**src/rtl/instr_fetch_unit.sv**
```systemverilog
// Instruction fetch unit: latches the PC, reads instruction memory, holds the
// returned word for decode and pulses the PC increment once per completed fetch.
//
// state  | meaning
// -------+----------------------------------------------------------------
// IDLE   | no fetch in flight; samples fetch_req and pc_in
// REQ    | mem_rd asserted, waiting for mem_ready (bounded by MAX_WAIT)
// HOLD   | ir_out holds an unconsumed instruction, waiting for ir_ready
module instr_fetch_unit #(
   parameter int ADDR_W   = 6,
   parameter int DATA_W   = 16,
   parameter int MAX_WAIT = 8
) (
   input  logic              clk,
   input  logic              rst,
   input  logic [ADDR_W-1:0] pc_in,
   input  logic              fetch_req,
   input  logic              flush,
   output logic [ADDR_W-1:0] mem_addr,
   output logic              mem_rd,
   input  logic [DATA_W-1:0] mem_rdata,
   input  logic              mem_ready,
   output logic [DATA_W-1:0] ir_out,
   output logic              ir_valid,
   input  logic              ir_ready,
   output logic              pc_inc,
   output logic              busy,
   output logic              fetch_err,
   output logic [7:0]        fetch_count
);

   typedef enum logic [1:0] {
      S_IDLE = 2'd0,
      S_REQ  = 2'd1,
      S_HOLD = 2'd2
   } state_t;

   // Last wait-counter value before a stalled read is declared a timeout.
   localparam logic [7:0] WAIT_LAST = 8'(MAX_WAIT - 1);

   state_t            state_q, state_d;
   logic [ADDR_W-1:0] mem_addr_q, mem_addr_d;
   logic              mem_rd_q, mem_rd_d;
   logic [DATA_W-1:0] ir_out_q, ir_out_d;
   logic              ir_valid_q, ir_valid_d;
   logic              pc_inc_q, pc_inc_d;
   logic              busy_q, busy_d;
   logic              fetch_err_q, fetch_err_d;
   logic [7:0]        fetch_count_q, fetch_count_d;
   logic [7:0]        wait_q, wait_d;

   // Next-state and next-output logic; every output is registered below.
   always_comb begin
      state_d       = state_q;
      mem_addr_d    = mem_addr_q;
      mem_rd_d      = mem_rd_q;
      ir_out_d      = ir_out_q;
      ir_valid_d    = ir_valid_q;
      pc_inc_d      = 1'b0;
      fetch_err_d   = fetch_err_q;
      fetch_count_d = fetch_count_q;
      wait_d        = wait_q;
      unique case (state_q)
         S_IDLE: begin
            if (fetch_req && !flush && !fetch_err_q) begin
               mem_addr_d = pc_in;
               mem_rd_d   = 1'b1;
               wait_d     = 8'd0;
               state_d    = S_REQ;
            end
         end
         S_REQ: begin
            if (flush) begin
               mem_rd_d = 1'b0;
               state_d  = S_IDLE;
            end else if (mem_ready) begin
               ir_out_d      = mem_rdata;
               ir_valid_d    = 1'b1;
               pc_inc_d      = 1'b1;
               fetch_count_d = fetch_count_q + 8'd1;
               mem_rd_d      = 1'b0;
               state_d       = S_HOLD;
            end else if (wait_q == WAIT_LAST) begin
               fetch_err_d = 1'b1;
               mem_rd_d    = 1'b0;
               state_d     = S_IDLE;
            end else begin
               wait_d = wait_q + 8'd1;
            end
         end
         S_HOLD: begin
            // A flush here loses the instruction; the PC has already advanced.
            if (flush || ir_ready) begin
               ir_valid_d = 1'b0;
               state_d    = S_IDLE;
            end
         end
         default: begin
            state_d  = S_IDLE;
            mem_rd_d = 1'b0;
         end
      endcase
      busy_d = (state_d != S_IDLE);
   end

   // State and output registers with synchronous reset.
   always_ff @(posedge clk) begin
      if (rst) begin
         state_q       <= S_IDLE;
         mem_addr_q    <= '0;
         mem_rd_q      <= 1'b0;
         ir_out_q      <= '0;
         ir_valid_q    <= 1'b0;
         pc_inc_q      <= 1'b0;
         busy_q        <= 1'b0;
         fetch_err_q   <= 1'b0;
         fetch_count_q <= 8'd0;
         wait_q        <= 8'd0;
      end else begin
         state_q       <= state_d;
         mem_addr_q    <= mem_addr_d;
         mem_rd_q      <= mem_rd_d;
         ir_out_q      <= ir_out_d;
         ir_valid_q    <= ir_valid_d;
         pc_inc_q      <= pc_inc_d;
         busy_q        <= busy_d;
         fetch_err_q   <= fetch_err_d;
         fetch_count_q <= fetch_count_d;
         wait_q        <= wait_d;
      end
   end

   assign mem_addr    = mem_addr_q;
   assign mem_rd      = mem_rd_q;
   assign ir_out      = ir_out_q;
   assign ir_valid    = ir_valid_q;
   assign pc_inc      = pc_inc_q;
   assign busy        = busy_q;
   assign fetch_err   = fetch_err_q;
   assign fetch_count = fetch_count_q;

endmodule

```
**config.mk**
```make
export PLATFORM = sky130hd
export DESIGN_NAME = instr_fetch_unit
export DESIGN_NICKNAME = d
export VERILOG_FILES = /design/src/rtl/instr_fetch_unit.sv
export SDC_FILE = /design/constraint.sdc
export NUM_CORES = 1
export LEC_CHECK = 0
export BUFFER_PORTS_ARGS = -buffer_cell sky130_fd_sc_hd__buf_2
export CORE_MARGIN = 1
export CORE_UTILIZATION = 50
export DETAILED_ROUTE_END_ITERATION = 8
export PLACE_DENSITY = 0.8
export SLEW_MARGIN = 20
export SYNTH_ARGS = -nofsm -noshare
export SYNTH_HDL_FRONTEND = slang
export SYNTH_SLANG_ARGS = --single-unit
```
**constraint.sdc**
```tcl
create_clock -name clk -period 3.74 [get_ports clk]
set_input_delay 0.374 -clock clk [delete_from_list [all_inputs] [get_ports clk]]
set_output_delay 0.374 -clock clk [all_outputs]
set_load 0.01 [all_outputs]
```
==> results.py, run 1 <==
metrics = {
    "run_status": {
        "status": "finished clean",
    },
    "synthesis": {
        "seq_area_frac_synth_pct": 49.25,
        "ys_warn_count": 0,
        "synth_cell_types": 38,
        "yosysTopAreaCellShare_pct": 49.25,
        "avgSynthCellArea_um2": 8.469,
        "synth-main-ff-cell": "dfxtp_1",
        "synth_area_mm2": 0.001829,
        "yosys-top-cells-area": "dfxtp_1 49%, nand2_1 9.8%, a21oi_1 9.0%, xor2_1 3.4%, nor2_1 3.1%",
        "syn-instance-count": 216,
        "synth_top_area_cell": "dfxtp_1",
        "syn_nets": 246,
        "synth_seq_cells": 45,
        "synth_edf_count": 0,
        "async_flop_share_pct": 0,
    },
    "cells_and_area": {
        "post-route-util_pct": 64.25,
        "diodes": 0,
        "fin_cells": 319,
        "final_common_cell": "buf_2",
        "layout-drive-gt1-share_pct": 27.47,
        "syn2layout_area_growth_pct": 19.97,
        "fin_nets": 303,
        "design_area_mm2": 0.002195,
        "final_cell_mix": "62 x buf_2, 48 x nand2_1, 45 x dfxtp_1, 33 x a21oi_1, 15 x nor2_1",
    },
    "timing": {
        "finalHoldViolCount": 0,
        "tns_ps": 0,
        "fin_crit_sh_pct": 56.38,
        "finalClockSkew_ps": 5.472,
        "relSlewSlack_pct": 52.07,
        "max_freq_mhz": 474.3,
        "rsz0062_at_grt": "false",
        "worst_pin_slew_ps": 718.9,
        "fin_crit_ps": 2109,
        "finalMaxSlewViolations": 0,
        "worst_slack_ps": 1631,
        "setup_viol": 0,
    },
    "clock_tree": {
        "htree_levels": 2,
        "cts_made_buffers": 5,
        "clock_latency_ps": 340,
        "tritoncts": "built",
        "clockBufferDepth": 2,
        "post-cts-setup-buffers": 0,
        "cts_hold_buf": 0,
        "clock-sinks": 45,
        "path_clk_slew_ps": 120,
        "cts_root_buf": "clkbuf_4",
        "post_cts_resized": 0,
    },
    "floorplan": {
        "io_pins": 63,
        "coreArea_mm2": 0.003416,
        "start_util_pct": 53.55,
        "die_h_um": 62.49,
        "dieArea_mm2": 0.003904,
        "die_w_um": 62.49,
        "core.rowCount": 21,
    },
    "critical_path": {
        "worstPathMaxFanout": 12,
        "critical_path_class": "register to register",
        "end_kind": "register",
        "cp.arrival_ps": 2380,
        "path_cells": "nor3b_2 -> o21ai_1 -> or4b_1 -> a21oi_1",
        "path_delay_family": "simple AND/OR/NAND/NOR gates",
        "cpPeakStageDelay_ps": 590,
        "cp_slowest_cell": "or4b_1",
        "path_buf_inv": 0,
        "critPathLaunchType": "register",
        "critPathRequiredTime_ps": 4020,
    },
    "place": {
        "portBuffers": 62,
        "postPlaceCellArea_mm2": 0.002140,
        "finalWeightedCongestion": 0.7850,
        "post-place-ws_ps": 1555,
        "placed_cells": 312,
        "dp.final_hpwl_um": 2639,
    },
    "routing": {
        "detail_route.first_pass.iterations": 4,
        "first_iter_violations": 107,
        "wl_um": 3715,
        "vias": 1648,
        "drc": 0,
        "ant_nets": 0,
        "via_per_inst": 5.166,
        "wl_per_cell_um": 11.65,
    },
    "power_and_ir_drop": {
        "powerDensity_mw_per_mm2": 357.1,
        "peakVddDrop_mv": 0.2315,
        "p_leak_nw": 0.9146,
    },
    "flow_run": {
        "max_cap_viol_count": 0,
    },
    "global_routing": {
        "grt_pass1_vias": 1466,
        "grt_pass1_wl_um": 6299,
        "antenna_found_initial": 0,
        "gr-total-overflow": 0,
        "grt_max_degree": 41,
        "gr-usage-all-layers_pct": 20.16,
    },
    "worst_hold_path": {
        "hp-class": "primary input to register",
    },
}
[cell type report]
cell class              count  area [µm²]
multi-input cells         158       867.1
repair buffers             62       310.3
inverters                   1       3.754
flip-flops and latches     45       900.9
clock buffers               7       55.05
well taps                  46       57.56
fillers                   327        1221
[metrics by stage]
step | power [mW] | hold WS [ps]
4_1_cts | 0.7932 | 233.6
5_1_grt | 0.8243 | 216.6
2_1_floorplan | 0.5370 | 449.6
3_3_place_gp | 0.5643 | 439.0
6_report | 0.7837 | 250.7
3_5_place_dp | 0.5649 | 443.0
[sequential cells by signal, indices dropped and copies added, names as in the netlist]
register and cells:
ir_out 16, fetch_count 8, wait_q 8, mem_addr 6, state_q 2, busy 1, fetch_err 1, ir_valid 1
mem_rd 1, pc_inc 1
[routing by layer]
layer	global-route usage (%)	vias up	routed length, µm
li1	-	853	-
met1	25.20	739	1791
met2	31.93	54	1636
met3	7.117	2	260
met4	7.267	0	27
met5	0	-	0
[cell usage after synthesis, types with 2 or more instances]
| cell | number |
|---|---|
| buf_2 | 4 |
| or3_1 | 3 |
| clkbuf_1 | 7 |
| nand3_1 | 10 |
| and2_1 | 3 |
| a21oi_1 | 33 |
| o31ai_1 | 2 |
| nor3_1 | 2 |
| nand4_1 | 2 |
| xor2_1 | 7 |
| ha_1 | 2 |
| or4_1 | 3 |
| and2b_1 | 2 |
| o2111ai_1 | 2 |
| nand2_1 | 48 |
| o21ai_0 | 5 |
| nor2_1 | 15 |
| dfxtp_1 | 45 |
| or3b_2 | 2 |
[worst min-delay path: stages]
cell,delay [ps]
buf_2,100
nand2_1,40
a21oi_1,50
[worst paths after layout]
check	startpoint	endpoint	slack [ps]	depth (start not counted)
worst max-delay path	state_q[0]$_SDFF_PP0_	wait_q[1]$_SDFFE_PP0P_	1630	4
worst min-delay path	mem_rdata[8]	ir_out[8]$_SDFFE_PP0P_	250	3
worst max register to register	state_q[0]$_SDFF_PP0_	wait_q[1]$_SDFFE_PP0P_	1630	4
worst min register to register	ir_out[13]$_SDFFE_PP0P_	ir_out[13]$_SDFFE_PP0P_	460	2
[power by group]
| group | internal [mW] | total [mW] | switching, mW |
|---|---|---|---|
| logic | 0.0257 | 0.0607 | 0.0350 |
| clock network | 0.0890 | 0.230 | 0.141 |
| registers | 0.488 | 0.493 | 0.00542 |
| total | 0.602 | 0.784 | 0.181 |
[kinds of logic (layout without fill, tap and decap cells)]
kind of cell / Yosys count / in the layout / share of synthesized area [%]
AOI/OAI and AO/OA: 48 / 48 / 15.05
DFF: 45 / 45 / 49.25
buffers and inverters: 13 / 70 / 3.352
adders and majority gates: 2 / 2 / 1.368
and+or+nand+nor: 100 / 100 / 27.16
xor gates and xnor gates: 8 / 8 / 3.831
(Power assumes the default switching activity.)
==> inputs of run 2 (changes only) <==
Settings changed: CORE_UTILIZATION 50 to 44, PLACE_DENSITY 0.8 to 0.74.
Clock period 3.74 ns to 1.7 ns, I/O delays scaled along.
==> results.py, run 2 (synthesis gave the netlist of run 1 again) <==
metrics = {
    "global_routing": {
        "gr-usage-all-layers_pct": 19.91,
        "gr-total-overflow": 0,
        "grt_pass1_wl_um": 6699,
        "antenna_found_initial": 0,
        "grt_max_degree": 27,
        "grt_pass1_vias": 1477,
    },
    "run_status": {
        "status": "finished clean",
    },
    "routing": {
        "detail_route.first_pass.iterations": 4,
        "drc": 0,
        "wl_per_cell_um": 12.31,
        "via_per_inst": 5.075,
        "wl_um": 4124,
        "wirelength_met1_um": 1971,
        "vias": 1700,
        "first_iter_violations": 52,
        "met3_length_um": 195,
        "ant_nets": 0,
        "top_layer_used": "met4",
        "met2_length_um": 1912,
    },
    "clock_tree": {
        "post_cts_resized": 0,
        "htree_levels": 2,
        "post-cts-setup-buffers": 0,
        "clockBufferDepth": 2,
        "path_clk_slew_ps": 80,
        "tritoncts": "built",
        "clock_latency_ps": 290,
        "cts_hold_buf": 0,
        "cts_root_buf": "clkbuf_8",
        "cts_made_buffers": 5,
        "clock-sinks": 45,
    },
    "timing": {
        "finalClockSkew_ps": 5.922,
        "worst_slack_ps": 95.48,
        "tns_ps": 0,
        "hold_slack_ps": 105.9,
        "max_freq_mhz": 623.2,
        "fin_crit_sh_pct": 94.38,
        "relSlewSlack_pct": 79.76,
        "finalHoldViolCount": 0,
        "worst_pin_slew_ps": 303.1,
        "finalMaxSlewViolations": 0,
        "rsz0062_at_grt": "false",
        "fin_crit_ps": 1605,
        "setup_viol": 0,
    },
    "place": {
        "dp.final_hpwl_um": 2936,
        "portBuffers": 62,
        "post-place-ws_ps": 54.06,
        "finalWeightedCongestion": 0.7534,
    },
    "cells_and_area": {
        "multi_input_area_um2": 884.6,
        "fillers": 370,
        "layout-drive-gt1-share_pct": 31.58,
        "syn2layout_area_growth_pct": 27.50,
        "fin_nets": 314,
        "final_common_cell": "buf_2",
        "final_cell_mix": "62 x buf_2, 48 x nand2_1, 45 x dfxtp_1, 33 x a21oi_1, 14 x nor2_1",
        "seqCellArea_um2": 900.9,
        "largest_register_ffs": 16,
        "diodes": 0,
    },
    "floorplan": {
        "die_h_um": 66.48,
        "dieArea_mm2": 0.004419,
        "coreArea_mm2": 0.004000,
        "io_pins": 63,
        "start_util_pct": 45.73,
        "die_w_um": 66.48,
        "core.rowCount": 23,
    },
    "critical_path": {
        "cp.arrival_ps": 1830,
        "critPathRequiredTime_ps": 1930,
        "worstPathMaxFanout": 10,
        "critical_path_class": "register to register",
        "r2r_cells": 5,
        "crit_start": "wait_q[0]$_SDFFE_PP0P_",
        "reg2reg_from": "wait_q[0]$_SDFFE_PP0P_",
        "critPathLaunchType": "register",
        "end_kind": "register",
    },
    "power_and_ir_drop": {
        "powerDensity_mw_per_mm2": 809.2,
        "peakVddDrop_mv": 0.4998,
        "p_leak_nw": 0.9755,
        "p_total_mw": 1.887,
    },
    "worst_hold_path": {
        "holdCritStartpoint": "mem_rdata[12]",
        "hp-class": "primary input to register",
        "whs_path_depth": 3,
    },
    "flow_run": {
        "max_cap_viol_count": 0,
    },
}
## run 2: cell types whose count changed in the layout (fill, tap and decap cells not counted), sizes merged
cell,before,now
clkbuf,7,6
buf,62,73
clkinvlp,0,2
## run 2: final timing paths
check	end	slack, ps
max reg2reg	wait_q[1]$_SDFFE_PP0P_	100
max	wait_q[1]$_SDFFE_PP0P_	100
min	ir_out[12]$_SDFFE_PP0P_	110
min reg2reg	mem_addr[3]$_SDFFE_PP0P_	450
## run 2: metrics by stage
stage                     utilization, %  std cells  area [µm²]
final                              58.30        335        2332
after global routing               58.30        335        2332
after CTS                          57.87        335        2315
after detailed placement           55.68        327        2227
after global placement             55.68        327        2227
after floorplan                        -        216        1829
## run 2: power breakdown
group | total, mW | internal [mW] | switching (mW)
clock network | 0.648 | 0.290 | 0.358
logic | 0.156 | 0.0704 | 0.0855
registers | 1.08 | 1.07 | 0.0115
total | 1.89 | 1.43 | 0.455
## run 2: worst max-delay path: stages, from the launching register on
cell      delay, ps
dfxtp_1         340
ha_2            220
nand2_1          70
and4bb_4        260
or4b_1          510
a21oi_1         150
## run 2: routing by layer
layer	GRT usage, %	vias to the layer above
met1	25.95	773
li1	-	879
met3	5.651	6
met4	5.585	0
met2	31.89	42
met5	0	-
## run 2: area by class of cell
type                       count  area share, %
tap                           50          2.682
clock buffer                   6          3.112
inverter                       1         0.1609
timing repair buffer          73          16.85
multi-input combinational    158          37.93
sequential                    45          38.63
clock inverter                 2         0.6438
==> inputs of run 3 (changes only) <==
Settings changed: CELL_PAD_IN_SITES_DETAIL_PLACEMENT set to 1, CELL_PAD_IN_SITES_GLOBAL_PLACEMENT set to 2, CORE_UTILIZATION 44 to 25, PLACE_DENSITY 0.74 to unset, PLACE_DENSITY_LB_ADDON set to 0.1.
==> results.py, run 3 (synthesis gave the netlist of run 1 again) <==
metrics = {
    "floorplan": {
        "core.rowCount": 30,
        "dieArea_mm2": 0.007663,
        "coreArea_mm2": 0.006944,
        "die_h_um": 87.54,
        "start_util_pct": 26.34,
        "io_pins": 63,
        "die_w_um": 87.54,
    },
    "routing": {
        "wl_per_cell_um": 12.61,
        "ant_nets": 0,
        "first_iter_violations": 42,
        "wl_um": 4854,
        "drc": 0,
        "via_per_inst": 4.436,
        "detail_route.first_pass.iterations": 4,
        "vias": 1708,
    },
    "place": {
        "dp.final_hpwl_um": 3605,
        "finalWeightedCongestion": 0.6789,
        "placed_cells": 377,
        "post-place-ws_ps": 112.9,
        "portBuffers": 62,
    },
    "critical_path": {
        "critPathLaunchType": "register",
        "critical_path_class": "register to register",
        "cp.arrival_ps": 1820,
        "crit_start": "wait_q[0]$_SDFFE_PP0P_",
        "end_kind": "register",
        "r2r_slack_ps": 100,
        "rr_endpoint": "wait_q[1]$_SDFFE_PP0P_",
        "critical_path.endpoint": "wait_q[1]$_SDFFE_PP0P_",
        "cpPeakStageDelay_ps": 510,
        "reg2reg_from": "wait_q[0]$_SDFFE_PP0P_",
        "worstPathMaxFanout": 10,
        "path_cells": "ha_1 -> nand2_1 -> and4bb_4 -> or4b_1 -> a21oi_1",
        "r2r_cells": 5,
        "critPathRequiredTime_ps": 1930,
        "cp_slowest_cell": "or4b_1",
    },
    "cells_and_area": {
        "syn2layout_area_growth_pct": 33.79,
        "final_common_cell": "buf_2",
        "fin_nets": 318,
        "largest_register_ffs": 16,
        "final_cell_mix": "62 x buf_2, 48 x nand2_1, 44 x dfxtp_1, 33 x a21oi_1, 15 x buf_4",
        "fin_cells": 385,
        "diodes": 0,
        "layout-drive-gt1-share_pct": 32.53,
    },
    "timing": {
        "tns_ps": 0,
        "hold_slack_ps": 99.87,
        "finalMaxSlewViolations": 0,
        "rsz0062_at_grt": "false",
        "worst_slack_ps": 103.9,
        "finalClockSkew_ps": 9.723,
        "fin_crit_ps": 1596,
        "finalHoldViolCount": 0,
        "fin_crit_sh_pct": 93.89,
        "relSlewSlack_pct": 71.73,
        "worst_pin_slew_ps": 421.2,
        "setup_viol": 0,
        "max_freq_mhz": 626.5,
    },
    "clock_tree": {
        "clockBufferDepth": 2,
        "tritoncts": "built",
        "htree_levels": 2,
        "clock_latency_ps": 300,
        "post-cts-setup-buffers": 0,
        "cts_made_buffers": 5,
        "clock-sinks": 45,
        "path_clk_slew_ps": 90,
        "cts_root_buf": "clkbuf_8",
    },
    "power_and_ir_drop": {
        "peakVddDrop_mv": 0.3147,
        "pwr-share-seq_pct": 51.8,
        "power.internal_mw": 1.624,
        "combPwrFrac_pct": 7.6,
        "p_sw_share_pct": 22.33,
        "powerDensity_mw_per_mm2": 854.2,
        "p_switching_uw": 466.8,
        "p_leak_nw": 1.018,
        "pwr-share-clk_pct": 40.5,
    },
    "global_routing": {
        "antenna_found_initial": 0,
        "gr-usage-all-layers_pct": 13.30,
        "grt_max_degree": 23,
        "grt_pass1_vias": 1726,
        "grt_pass1_wl_um": 8004,
        "gr-total-overflow": 0,
    },
    "flow_run": {
        "max_cap_viol_count": 0,
    },
    "run_status": {
        "status": "finished clean",
    },
    "worst_hold_path": {
        "holdCritStartpoint": "mem_rdata[15]",
        "hp-class": "primary input to register",
    },
}
run 3: per-stage QoR:
stage	total power [mW]	util, %	instance area (µm²)
5_1_grt	2.197	35.24	2447
2_1_floorplan	1.181	-	1829
4_1_cts	2.134	35.06	2435
3_3_place_gp	1.270	33.33	2315
3_5_place_dp	1.269	33.33	2315
6_report	2.091	35.24	2447
run 3: worst min-delay path by stage:
stage	slack, ps	to	depth (start not counted)
final	100	ir_out[15]$_SDFFE_PP0P_	3
after global routing	90	ir_out[15]$_SDFFE_PP0P_	3
after CTS	90	ir_out[15]$_SDFFE_PP0P_	3
after detailed placement	420	ir_out[10]$_SDFFE_PP0P_	3
after global placement	410	ir_out[11]$_SDFFE_PP0P_	3
after floorplan	250	state_q[0]$_SDFF_PP0_	1
run 3: power groups by stage:
stage	clock (mW)	combinational [mW]	sequential, mW
6_report	0.847	0.160	1.08
5_1_grt	0.930	0.181	1.09
4_1_cts	0.888	0.162	1.08
3_5_place_dp	0	0.161	1.11
3_3_place_gp	0	0.162	1.11
2_1_floorplan	0	0.0654	1.12
run 3: repair_timing:
action / 4_1_cts / 5_1_grt
hold buffers: 0 / 0
endpoints found under the setup margin: 0 / 4
gates resized for setup: 0 / 4
endpoints found under the hold margin: 0 / 0
run 3: area by class of cell:
| cell class | count | area [µm²] |
|---|---|---|
| sequential | 45 | 902.1 |
| tap | 96 | 120.1 |
| inverter | 1 | 3.754 |
| timing repair buffer | 77 | 422.9 |
| clock inverter | 2 | 37.54 |
| fill | 857 | 4497 |
| multi-input combinational | 158 | 878.3 |
| clock buffer | 6 | 82.58 |
run 3: worst max-delay path, delay by kind of cell (launching register included):
family / cells / cell delay (ps)
AOI/OAI and AO/OA: 1 / 150
and+or+nand+nor: 3 / 830
DFF: 1 / 340
adders and majority gates: 1 / 210
run 3: metal layers:
| metal | vias up | global-route usage [%] | wire [µm] |
|---|---|---|---|
| met5 | - | 0 | 0 |
| met4 | 0 | 3.130 | 26 |
| met3 | 2 | 3.393 | 246 |
| met2 | 45 | 21.88 | 2138 |
| met1 | 777 | 17.53 | 2442 |
| li1 | 884 | - | - |
